<file path="config.mk">
export PLATFORM = sky130hd
export DESIGN_NAME = complex_square_accumulator_flat
export DESIGN_NICKNAME = d
export VERILOG_FILES = /design/src/rtl/complex_square_accumulator_if.sv /design/src/rtl/complex_square_accumulator.sv /design/src/flat_wrapper.sv
export SDC_FILE = /design/constraint.sdc
export NUM_CORES = 1
export LEC_CHECK = 0
export CAP_MARGIN = 20
export CORE_AREA = 2 2 90 92
export DETAILED_ROUTE_END_ITERATION = 8
export DIE_AREA = 0 0 92 94
export PLACE_DENSITY_LB_ADDON = 0.08
export SETUP_SLACK_MARGIN = 0.2
export SYNTH_ARGS = -nofsm -noshare
export SYNTH_HDL_FRONTEND = slang
export SYNTH_SLANG_ARGS = --single-unit
</file>
<file path="constraint.sdc">
create_clock -name clk -period 6.55 [get_ports clk]
set_clock_uncertainty 0.05 [all_clocks]
set_input_delay 0.655 -clock clk [delete_from_list [all_inputs] [get_ports clk]]
set_output_delay 0.655 -clock clk [all_outputs]
set_load 0.01 [all_outputs]
</file>
<file path="src/rtl/complex_square_accumulator_if.sv">
// Sample/result handshake bundle between the squaring stage, the accumulator and its consumer.
interface complex_square_accumulator_if #(
  parameter int WIDTH = 16
) ();
  logic                    in_valid;
  logic                    in_ready;
  logic signed [WIDTH-1:0] inReal;
  logic signed [WIDTH-1:0] inImag;
  logic                    out_valid;
  logic                    out_ready;
  logic signed [WIDTH-1:0] outReal;
  logic signed [WIDTH-1:0] outImag;

  modport slave (
    input  in_valid, inReal, inImag, out_ready,
    output in_ready, out_valid, outReal, outImag
  );

  modport master (
    output in_valid, inReal, inImag, out_ready,
    input  in_ready, out_valid, outReal, outImag
  );
endinterface

</file>
<file path="src/rtl/complex_square_accumulator.sv">
// Sums LENGTH squared complex samples per frame and presents the narrowed result.
// Define COMPLEX_ACC_SAT_EN to saturate (instead of wrap) when narrowing to WIDTH.
module complex_square_accumulator #(
  parameter  int WIDTH  = 16,
  parameter  int LENGTH = 8,
  localparam int CNT_W  = (LENGTH > 1) ? $clog2(LENGTH) : 1,
  localparam int ACC_W  = WIDTH + CNT_W
) (
  input  logic                          clk,
  input  logic                          rst,
  complex_square_accumulator_if.slave   bus,
  output logic [CNT_W-1:0]              cnt
);

  typedef enum logic {ACCUM, DONE} state_t;

  state_t            stateReg, stateNext;
  logic [CNT_W-1:0]  cntReg, cntNext;
  logic              accept;
  logic              lastSample;
  logic              firstSample;

  assign accept      = bus.in_valid & (stateReg == ACCUM);
  assign lastSample  = (cntReg == CNT_W'(LENGTH - 1));
  assign firstSample = (cntReg == '0);

  always_ff @(posedge clk or negedge rst) begin
    if (!rst) begin
      stateReg <= ACCUM;
      cntReg   <= '0;
    end else begin
      stateReg <= stateNext;
      cntReg   <= cntNext;
    end
  end

  always_comb begin
    stateNext    = stateReg;
    cntNext      = cntReg;
    bus.in_ready  = 1'b0;
    bus.out_valid = 1'b0;
    case (stateReg)
      ACCUM: begin
        bus.in_ready = 1'b1;
        if (accept) begin
          if (lastSample) begin
            cntNext   = '0;
            stateNext = DONE;
          end else begin
            cntNext = cntReg + 1'b1;
          end
        end
      end
      DONE: begin
        bus.out_valid = 1'b1;
        if (bus.out_ready) stateNext = ACCUM;
      end
      default: stateNext = ACCUM;
    endcase
  end

  assign cnt = cntReg;

  // Lane 0 carries the real component, lane 1 the imaginary component.
  logic signed [WIDTH-1:0] sample [2];
  assign sample[0] = bus.inReal;
  assign sample[1] = bus.inImag;

  generate
    for (genvar gi = 0; gi < 2; gi++) begin : lane
      logic signed [ACC_W-1:0] accReg;
      logic signed [ACC_W-1:0] sampleExt;
      logic signed [ACC_W-1:0] sumNext;
      logic signed [WIDTH-1:0] narrowNext;
      logic signed [WIDTH-1:0] outReg;

      assign sampleExt = {{CNT_W{sample[gi][WIDTH-1]}}, sample[gi]};
      // First sample of a frame overwrites, so no clear cycle is needed.
      assign sumNext   = firstSample ? sampleExt : accReg + sampleExt;

`ifdef COMPLEX_ACC_SAT_EN
      localparam logic signed [ACC_W-1:0] MAX_POS = ACC_W'((64'sd1 <<< (WIDTH - 1)) - 64'sd1);
      localparam logic signed [ACC_W-1:0] MIN_NEG = -MAX_POS - ACC_W'(1);
      always_comb begin
        narrowNext = sumNext[WIDTH-1:0];
        if (sumNext > MAX_POS)      narrowNext = {1'b0, {(WIDTH-1){1'b1}}};
        else if (sumNext < MIN_NEG) narrowNext = {1'b1, {(WIDTH-1){1'b0}}};
      end
`else
      assign narrowNext = sumNext[WIDTH-1:0];
`endif

      always_ff @(posedge clk or negedge rst) begin
        if (!rst) begin
          accReg <= '0;
          outReg <= '0;
        end else if (accept) begin
          accReg <= sumNext;
          if (lastSample) outReg <= narrowNext;
        end
      end
    end
  endgenerate

  assign bus.outReal = lane[0].outReg;
  assign bus.outImag = lane[1].outReg;

endmodule

</file>
<file path="src/flat_wrapper.sv">
// flat-port wrapper written by rule: the top's interface ports become plain ports
module complex_square_accumulator_flat 
#(
  parameter  int WIDTH  = 16,
  parameter  int LENGTH = 8,
  localparam int CNT_W  = (LENGTH > 1) ? $clog2(LENGTH) : 1,
  localparam int ACC_W  = WIDTH + CNT_W
)
  (clk, rst, cnt, bus_in_valid, bus_inReal, bus_inImag, bus_out_ready, bus_in_ready, bus_out_valid, bus_outReal, bus_outImag);
  complex_square_accumulator_if #(.WIDTH(WIDTH)) bus_i ();
  input  logic clk;
  input  logic rst;
  output logic [CNT_W-1:0] cnt;
  input wire logic [$bits(bus_i.in_valid)-1:0] bus_in_valid;
  input wire logic [$bits(bus_i.inReal)-1:0] bus_inReal;
  input wire logic [$bits(bus_i.inImag)-1:0] bus_inImag;
  input wire logic [$bits(bus_i.out_ready)-1:0] bus_out_ready;
  output wire logic [$bits(bus_i.in_ready)-1:0] bus_in_ready;
  output wire logic [$bits(bus_i.out_valid)-1:0] bus_out_valid;
  output wire logic [$bits(bus_i.outReal)-1:0] bus_outReal;
  output wire logic [$bits(bus_i.outImag)-1:0] bus_outImag;
  assign bus_i.in_valid = bus_in_valid;
  assign bus_i.inReal = bus_inReal;
  assign bus_i.inImag = bus_inImag;
  assign bus_i.out_ready = bus_out_ready;
  assign bus_in_ready = bus_i.in_ready;
  assign bus_out_valid = bus_i.out_valid;
  assign bus_outReal = bus_i.outReal;
  assign bus_outImag = bus_i.outImag;
  complex_square_accumulator #(.WIDTH(WIDTH), .LENGTH(LENGTH)) u_core (.clk(clk), .rst(rst), .bus(bus_i), .cnt(cnt));
endmodule
</file>
==> summary.txt, run 1 <==
Outcome
  • Run status: complete, no violations

Routing
  • DRC: 0
  • Final ANT Viol Nets: 0
  • DR WL/cell: 15.3 um
  • Initial DRC count: 191
  • Vias per cell: 5.76
  • First-pass detailed-route iteration total: 4
  • Via count: 3,789
  • Post-Route WL: 10.1 mm

Timing
  • WHS: 0.430 ns
  • Min cycle time layout: 3.01 ns
  • RSZ-0062 raised after global routing: false
  • FMAX: 332 MHz
  • Total negative setup slack: 0 ns
  • Tcrit/Tclk final: 46.0%
  • Slew headroom: 42.8%
  • Pins Over Slew Limit: 0
  • Least-Margin Pin Slew: 0.858 ns
  • Hold Fails Final Rpt: 0
  • Final setup fails: 0

Clock network
  • CTS tree: yes
  • Postcts setup bufs: 0
  • H-tree Lvls: 3
  • Root Buffer: clkbuf_8
  • CTS Buf Count: 9
  • Hold-fix buffers, CTS: 0
  • Clock slew at reported path FFs: 0.08 ns
  • CTS-repair resized insts: 0
  • Clk sinks: 68
  • Worst-skew pair later-pin latency: 0.34 ns
  • Clk buf depth: 2

Critical path
  • Startpoint types: input port
  • Crit Path Class: input port to register
  • Most frequent cell on the critical path: a21oi_1
  • Critical Path, Cell by Cell: clkdlybuf4s50_1 > ha_1 > fa_1 > a21oi_1 > o21ai_0 > a21oi_1 > o22ai_1 > o31ai_2 > or4_1 > nand3_1
  • CP arrival: 3.19 ns
  • Critical Path Slowest Stage Cell: clkdlybuf4s50_1
  • CP peak stage delay: 0.46 ns
  • Crit-path max FO: 4
  • Worst EP required: 6.73 ns
  • Worst Setup End Kind: register

Worst hold path
  • HP Class: register to register

Floorplan
  • Die W: 92 um
  • Die area: 8650 um^2
  • Height of the die: 94 um
  • I/O pin count: 73
  • Rows: 32
  • Core region area: 7610 um^2
  • Starting Density: 56.6%

Layout
  • Synth-to-Final Area Change: 24.9%
  • FILL cells: 597
  • Nets: 622
  • Layout cells sized above 1: 7.37%
  • Ant diodes: 0
  • Multi-input gate area: 2490 um^2
  • Register area: 1700 um^2

Global route
  • Largest net degree at the start of global routing: 69
  • Initial antenna violation count: 0
  • Global route total overflow: 0
  • Global Route Usage Sum: 24.4%
  • First-pass GRT wire length: 17.2 mm
  • Vias in the first global route: 3,774

Synthesis
  • Synth area leaders: dfrtp_1 (40%), ha_1 (9.6%), o21ai_0 (8.0%), nand2_1 (6.9%), mux2i_1 (4.0%)
  • Post-synthesis cell area: 4300 um^2
  • Yosys cell types: 58
  • Syn nets: 554
  • Flops & latches, synth: 68
  • Ys flop type: dfrtp_1
  • Post-synth ARST share: 100%
  • Sequential share of the synthesized area: 39.5%
  • Share of the synthesized area in the top cell type: 39.5%
  • Cells after synthesis: 483
  • Number of synthesis warnings: 0
  • Synthesized area per cell: 8.91 um^2
  • EDFF count, synth: 0
  • Leading area contributor after synthesis: dfrtp_1

Run
  • Max-Cap Viols: 0

Power
  • Maximum VDD drop: 0.259 mV
  • Cell Pwr Density: 509 nW/um^2
  • Leakage: 2.42 nW

Placed design
  • Detailed placement HPWL: 7.01 mm
  • Buffers on Ports: 72
  • GP Congestion: 0.833
-- synth_stat cells (all sizes together), types with 3 or more instances --
library cell	count
a211oi	7
a21o	6
a21oi	33
a31oi	3
and2	6
and3	4
buf	3
clkbuf	18
dfrtp	68
ha	33
inv	9
mux2i	17
nand2	81
nand2b	3
nand3	9
nand4	6
nor2	24
nor2b	3
nor3	5
o21ai	78
o21bai	5
o221ai	3
o22ai	4
xnor2	7
xor2	13
-- area by class of cell --
class | instances | share of cell area (%)
Sequential cell | 68 | 31.7
Timing Repair Buffer | 78 | 14.4
Inverter | 9 | 0.628
Clock buffer | 9 | 2.30
Clock inverter | 7 | 2.30
Tap cell | 102 | 2.37
Multi-Input combinational cell | 385 | 46.3
-- critical path: cells and delay by family --
kind | cells | cell delay, ns
adders and majority gates | 2 | 0.67
buffers and inverters | 1 | 0.46
AOI/OAI and AO/OA | 5 | 1.18
and+or+nand+nor | 2 | 0.24
-- cell families after synthesis --
family	after synthesis	share of synthesized area (%)
and+or+nand+nor	151	16.0
DFF	68	39.5
muxes	19	4.48
AOI/OAI and AO/OA	160	22.7
buffers and inverters	30	2.67
xor gates and xnor gates	20	4.07
adders and majority gates	35	10.5
-- registers in the layout, summed over array words and instances (netlist names) --
name,flops
u_core.bus.outImag,16
u_core.lane.accReg,32
u_core.bus.outReal,16
u_core.cnt,3
u_core.stateReg,1
-- layer usage --
layer  wire (um)  vias up  part of all wire (%)  global-route usage, %
met1        4610     1788                    46                   32.5
met2        4840       98                    48                   40.7
met4         218        0                   2.2                   9.95
li1            -     1881                     -                      -
met3         399       22                   4.0                   3.05
met5           0        -                     0                      0
-- path summary, 6_finish.rpt --
| check | startpoint | endpoint | slack (ns) | cells past startpoint |
|---|---|---|---|---|
| worst max-delay path | bus_inImag[0] | u_core.lane[1].accReg[14]$_DFFE_PN0P_ | 3.54 | 10 |
| worst min-delay path | u_core.bus.outReal[9]$_DFFE_PN0P_ | u_core.bus.outReal[9]$_DFFE_PN0P_ | 0.43 | 2 |
| worst max register to register | u_core.lane[1].accReg[0]$_DFFE_PN0P_ | u_core.lane[1].accReg[14]$_DFFE_PN0P_ | 3.96 | 9 |
| worst min register to register | u_core.bus.outReal[9]$_DFFE_PN0P_ | u_core.bus.outReal[9]$_DFFE_PN0P_ | 0.43 | 2 |
| max in group asynchronous | rst | u_core.lane[1].accReg[7]$_DFFE_PN0P_ | 5.44 | 2 |
| min in group asynchronous | rst | u_core.bus.outReal[9]$_DFFE_PN0P_ | 0.45 | 2 |
-- through the flow --
step | utilization, % | instance area [um^2] | worst slack [ns] | std cells | power [mW]
finish | 70.7 | 5380 | 3.54 | 658 | 2.74
detailed placement | 67.1 | 5110 | 3.21 | 641 | 2.30
CTS | 70.4 | 5360 | 3.55 | 657 | 2.74
global route | 70.7 | 5380 | 3.34 | 658 | 2.99
global placement | 67.1 | 5110 | 3.26 | 641 | 2.24
floorplan | - | 4300 | 3.92 | 483 | 1.81
-- report_power, final --
group	total, mW	internal (mW)	switching, mW
sequential	0.747	0.620	0.126
clock	0.430	0.255	0.175
combinational	1.56	0.706	0.856
total	2.74	1.58	1.16
-- cells in the final DEF (no fill, tap or decap), types with 6 or more instances in the layout --
cell,count
nand2_1,78
clkdlybuf4s50_1,71
o21ai_0,69
dfrtp_1,68
ha_1,33
a21oi_1,30
nor2_1,23
mux2i_1,17
xor2_1,13
inv_1,9
nand3_1,9
clkbuf_8,9
xnor2_1,7
o21ai_1,6
and2_1,6
a21o_1,6
a211oi_1,6
Note: power is estimated with default switching activity, not from simulation.
==> inputs of run 2 (changes only) <==
--- a/config.mk
+++ b/config.mk
@@ -6,9 +6,9 @@
 export NUM_CORES = 1
 export LEC_CHECK = 0
 export CAP_MARGIN = 20
-export CORE_AREA = 2 2 90 92
+export CORE_AREA = 2 2 97 99
 export DETAILED_ROUTE_END_ITERATION = 8
-export DIE_AREA = 0 0 92 94
+export DIE_AREA = 0 0 99 101
 export PLACE_DENSITY_LB_ADDON = 0.08
 export SETUP_SLACK_MARGIN = 0.2
 export SYNTH_ARGS = -nofsm -noshare
==> constraint.sdc (replaced) <==
create_clock -name clk -period 2.6 [get_ports clk]
set_clock_uncertainty 0.05 [all_clocks]
set_input_delay 0.26 -clock clk [delete_from_list [all_inputs] [get_ports clk]]
set_output_delay 0.26 -clock clk [all_outputs]
set_load 0.01 [all_outputs]
==> run 2 against run 1 <==
Effect of this change: wire length increased by 4.6%; sequential power increased to 2.5 times the previous value; core utilization decreased by 8.9 points; register-to-register slack got worse by 3.7 ns; non-clock buffer count increased by 19; combinational power increased to 2.7 times the previous value; critical path type is now register to register; critical endpoint is now u_core.bus.outReal[8]$_DFFE_PN0P_; largest cell class unchanged.
==> summary.txt, run 2 (same netlist as run 1, synthesis figures left out) <==
Global route
  • Global Route Usage Sum: 21.8%
  • Largest net degree at the start of global routing: 51
  • Vias in the first global route: 3,809
  • Global route total overflow: 0
  • First-pass GRT wire length: 17.7 mm
  • Initial antenna violation count: 0

Power
  • Power Total: 7.00 mW
  • Leakage: 2.49 nW
  • Cell Pwr Density: 1260 nW/um^2
  • Maximum VDD drop: 0.467 mV

Placed design
  • Detailed placement HPWL: 7.62 mm
  • Buffers on Ports: 72
  • GP Congestion: 0.880

Critical path
  • Startpoint types: register
  • CP delay by family, top: compound AO/OA/AOI/OAI gates
  • Worst Setup End Kind: register
  • CP peak stage delay: 0.42 ns
  • Reg2reg end: u_core.bus.outReal[8]$_DFFE_PN0P_
  • R2R depth: 9
  • Critical Path, Cell by Cell: ha_4 > fa_2 > a21oi_4 > o21ai_2 > a21bo_2 > a21oi_2 > xor2_1 > o21ai_1 > mux2_2
  • Reg2Reg Setup Slack: 0.22 ns
  • Critical Path Slowest Stage Cell: dfrtp_1
  • Critical path buffers and inverters: 0
  • RR Startpoint: u_core.lane[0].accReg[0]$_DFFE_PN0P_
  • Crit Path Class: register to register
  • CP arrival: 2.56 ns
  • Worst EP required: 2.79 ns
  • Crit-path max FO: 2

Routing
  • DR WL/cell: 15.3 um
  • Initial DRC count: 141
  • Post-Route WL: 10.5 mm
  • Vias per cell: 5.56
  • Final ANT Viol Nets: 0
  • First-pass detailed-route iteration total: 4
  • DRC: 0
  • Via count: 3,815

Timing
  • RSZ-0062 raised after global routing: true
  • Hold Fails Final Rpt: 0
  • FMAX: 421 MHz
  • Pins Over Slew Limit: 0
  • Tcrit/Tclk final: 91.5%
  • Total negative setup slack: 0 ns
  • Slew headroom: 56.0%
  • Final setup fails: 0
  • Min cycle time layout: 2.38 ns
  • Least-Margin Pin Slew: 0.658 ns

Clock network
  • Clk sinks: 68
  • Worst-skew pair later-pin latency: 0.35 ns
  • CTS Buf Count: 9
  • CTS tree: yes
  • Root Buffer: clkbuf_8
  • Clk buf depth: 2
  • Clock slew at reported path FFs: 0.08 ns
  • H-tree Lvls: 3

Floorplan
  • Core region area: 8980 um^2
  • Starting Density: 47.9%
  • I/O pin count: 73
  • Rows: 35
  • Die W: 99 um
  • Height of the die: 101 um
  • Die area: 10000 um^2

Layout
  • Biggest register: u_core.lane.accReg
  • Most frequent cells in the layout: nand2_1 (78), clkdlybuf4s50_1 (71), dfrtp_1 (68)
  • Max FFs per register: 32
  • Ant diodes: 0
  • FILL cells: 792
  • Nets: 641
  • Layout cells sized above 1: 11.5%
  • Synth-to-Final Area Change: 28.8%
  • Commonest non-fill, non-tap cell in the layout: nand2_1

Run
  • Max-Cap Viols: 0

Outcome
  • Run status: complete, no violations

Worst hold path
  • HP Class: input port to asynchronous set/reset pin
## run 2: final cells by class
cell class                 instances  area, um^2  share of cell area, %
clock buffer                      10         128                   2.30
clock inverter                     6        65.1                   1.17
inverter                           9        33.8                  0.609
multi-input combinational        385        2550                   45.9
sequential                        68        1700                   30.7
tap                              111         139                   2.51
timing repair buffer              97         931                   16.8
## run 2: where the power goes
| group | switching (mW) | internal [mW] | leakage (nW) |
|---|---|---|---|
| Clock | 0.431 | 0.443 | 0.0962 |
| Sequential | 0.332 | 1.56 | 0.841 |
| Combinational | 2.22 | 2.01 | 1.56 |
## run 2: how the worst max path moves through the flow
stage                                               startpoint                                   end  cells past startpoint
after CTS                                        bus_inImag[0]    u_core.bus.outImag[12]$_DFFE_PN0P_                     11
final                     u_core.lane[0].accReg[0]$_DFFE_PN0P_     u_core.bus.outReal[8]$_DFFE_PN0P_                      9
after global routing                             bus_inImag[0]    u_core.bus.outImag[12]$_DFFE_PN0P_                     11
after detailed placement                         bus_inReal[0]  u_core.lane[0].accReg[8]$_DFFE_PN0P_                     10
after floorplan           u_core.lane[1].accReg[0]$_DFFE_PN0P_    u_core.bus.outImag[12]$_DFFE_PN0P_                      9
after global placement                           bus_inReal[0]     u_core.bus.outReal[8]$_DFFE_PN0P_                     10
## run 2: per-layer routing
metal  share of wire (%)  global-route usage (%)  vias up
met5                   0                       0        -
met4                 1.2                    6.95        0
met3                 3.6                    3.26       12
met2                  49                    38.4       63
met1                  46                    27.5     1822
li1                    -                       -     1918
## run 2: repair_timing
action	in CTS	in global routing
hold buffers	1	0
buffers inserted	0	4
setup endpoints to repair	6	25
pin swaps	0	14
gates resized for setup	2	13
endpoints found under the hold margin	18	0
## run 2: through the flow
stage,util [%],setup slack (ns),cell area (um^2),cells,hold WS [ns]
2_1_floorplan,-,0.272,4300,483,-0.0856
3_3_place_gp,58.5,-0.158,5250,665,0.191
3_5_place_dp,58.5,-0.210,5250,665,0.196
4_1_cts,60.9,0.204,5460,682,0.365
5_1_grt,61.8,0.0980,5540,686,0.377
6_report,61.8,0.222,5540,686,0.341
==> inputs of run 3 (changes only) <==
--- a/config.mk
+++ b/config.mk
@@ -6,9 +6,11 @@
 export NUM_CORES = 1
 export LEC_CHECK = 0
 export CAP_MARGIN = 20
-export CORE_AREA = 2 2 97 99
+export CORE_AREA = 2 2 96 98
+export CTS_BUF_LIST = sky130_fd_sc_hd__clkbuf_4
+export CTS_CLUSTER_SIZE = 28
 export DETAILED_ROUTE_END_ITERATION = 8
-export DIE_AREA = 0 0 99 101
+export DIE_AREA = 0 0 98 100
 export PLACE_DENSITY_LB_ADDON = 0.08
 export SETUP_SLACK_MARGIN = 0.2
 export SYNTH_ARGS = -nofsm -noshare
==> run 3 against run 2 <==
Effect of this change: core utilization rose by 1.1 points; critical path depth is the same; via count grew 1.2%; worst setup slack got worse by 0.023 ns; final cell count up 0.29%; wire length grew 1.1%; die area decreased by 2.0%; combinational power increased by 2%; count of clock-buffer cells in the layout down 1; clock power rose by 3.1%; maximum frequency is 0.95% lower; global-route usage up 1.1 points; critical path type unchanged; highest routed layer unchanged.
==> summary.txt, run 3 (same netlist as run 1, synthesis figures left out) <==
Global route
  • Global route total overflow: 0
  • First-pass GRT wire length: 18.2 mm
  • Initial antenna violation count: 0
  • Largest net degree at the start of global routing: 39
  • Global Route Usage Sum: 22.9%
  • Vias in the first global route: 3,872

Floorplan
  • Die W: 98 um
  • Core region area: 8890 um^2
  • Rows: 35
  • Die area: 9800 um^2
  • Height of the die: 100 um
  • Starting Density: 48.4%
  • I/O pin count: 73

Worst hold path
  • HP Class: input port to asynchronous set/reset pin

Clock network
  • CTS tree: yes
  • CTS Buf Count: 9
  • Clock slew at reported path FFs: 0.13 ns
  • Clk buf depth: 2
  • Clk sinks: 68
  • H-tree Lvls: 3
  • Root Buffer: clkbuf_4
  • Worst-skew pair later-pin latency: 0.43 ns

Timing
  • FMAX: 417 MHz
  • Pins Over Slew Limit: 0
  • Slew headroom: 61.4%
  • Least-Margin Pin Slew: 0.578 ns
  • Min cycle time layout: 2.40 ns
  • Tcrit/Tclk final: 92.3%
  • Final setup fails: 0
  • Hold Fails Final Rpt: 0
  • Final setup margin: 0.200 ns
  • RSZ-0062 raised after global routing: true
  • Total negative setup slack: 0 ns
  • WHS: 0.138 ns

Layout
  • Nets: 643
  • Max FFs per register: 32
  • Synth-to-Final Area Change: 29.9%
  • Ant diodes: 0
  • Post-Route Utilization: 62.9%
  • Most frequent cells in the layout: nand2_1 (77), clkdlybuf4s50_1 (71), dfrtp_1 (68)
  • Layout cells sized above 1: 13.2%
  • Commonest non-fill, non-tap cell in the layout: nand2_1
  • Biggest register: u_core.lane.accReg

Critical path
  • CP arrival: 2.66 ns
  • Worst Setup End Kind: register
  • Crit-path max FO: 2
  • Crit Path Class: register to register
  • Worst EP required: 2.86 ns
  • Startpoint types: register
  • R2R depth: 9

Routing
  • Initial DRC count: 131
  • Post-Route WL: 10.6 mm
  • Via count: 3,862
  • Final ANT Viol Nets: 0
  • Vias per cell: 5.61
  • First-pass detailed-route iteration total: 4
  • DR WL/cell: 15.5 um
  • DRC: 0

Placed design
  • Buffers on Ports: 72
  • Detailed placement HPWL: 7.72 mm
  • GP Congestion: 0.804
  • Pre-CTS WS: -0.223 ns

Power
  • Power Total: 7.09 mW
  • Leakage: 2.49 nW
  • Cell Pwr Density: 1270 nW/um^2
  • Maximum VDD drop: 0.558 mV

Run
  • Max-Cap Viols: 0

Outcome
  • Run status: complete, no violations
-- run 3: final timing paths --
check | start | end | slack (ns)
min in group clk | bus_out_ready | u_core.stateReg$_DFF_PN0_ | 0.32
min reg2reg | u_core.bus.outReal[9]$_DFFE_PN0P_ | u_core.bus.outReal[9]$_DFFE_PN0P_ | 0.44
min | rst | u_core.lane[0].accReg[5]$_DFFE_PN0P_ | 0.14
max | u_core.lane[0].accReg[0]$_DFFE_PN0P_ | u_core.bus.outReal[8]$_DFFE_PN0P_ | 0.20
max in group asynchronous | rst | u_core.lane[1].accReg[2]$_DFFE_PN0P_ | 1.76
max reg2reg | u_core.lane[0].accReg[0]$_DFFE_PN0P_ | u_core.bus.outReal[8]$_DFFE_PN0P_ | 0.20
-- run 3: area by class of cell --
class / instances / area [um^2]
Tap cell: 111 / 139
Clock buffer: 9 / 67.6
Timing Repair Buffer: 99 / 946
Fill cell: 774 / 3300
Multi-Input combinational cell: 385 / 2580
Inverter: 9 / 33.8
Sequential cell: 68 / 1700
Clock inverter: 7 / 115
-- run 3: through the flow --
step	instances	cell area, um^2
2_1_floorplan	483	4300
3_3_place_gp	667	5270
3_5_place_dp	667	5270
4_1_cts	684	5480
5_1_grt	688	5590
6_report	688	5590
-- run 3: worst max-delay path, cell delays in order (launching register included) --
cell,delay [ns]
dfrtp_1,0.44
ha_4,0.18
fa_2,0.41
a21oi_4,0.16
o21ai_2,0.08
a21bo_2,0.26
a21oi_2,0.18
xor2_1,0.16
o21ai_1,0.09
mux2_4,0.26
-- run 3: power breakdown --
group	switching (mW)	leakage, nW	total [mW]	internal (mW)
sequential	0.320	0.841	1.88	1.56
clock	0.418	0.0919	0.901	0.483
combinational	2.28	1.56	4.31	2.04
total	3.01	2.49	7.09	4.08
-- run 3: per-layer routing --
layer  GRT usage [%]  up-vias  share of wire [%]
li1                -     1924                  -
met1            31.1     1859                 49
met2            38.0       67                 47
met3            3.20       12                3.3
met4            7.26        0                1.2
met5               0        -                  0
-- run 3: repair_timing --
item	CTS	global route
hold buffers	1	0
pin swaps	3	19
setup buffers	0	4
endpoints found under the setup margin	9	23
resized for setup	5	20
endpoints found under the hold margin	68	0
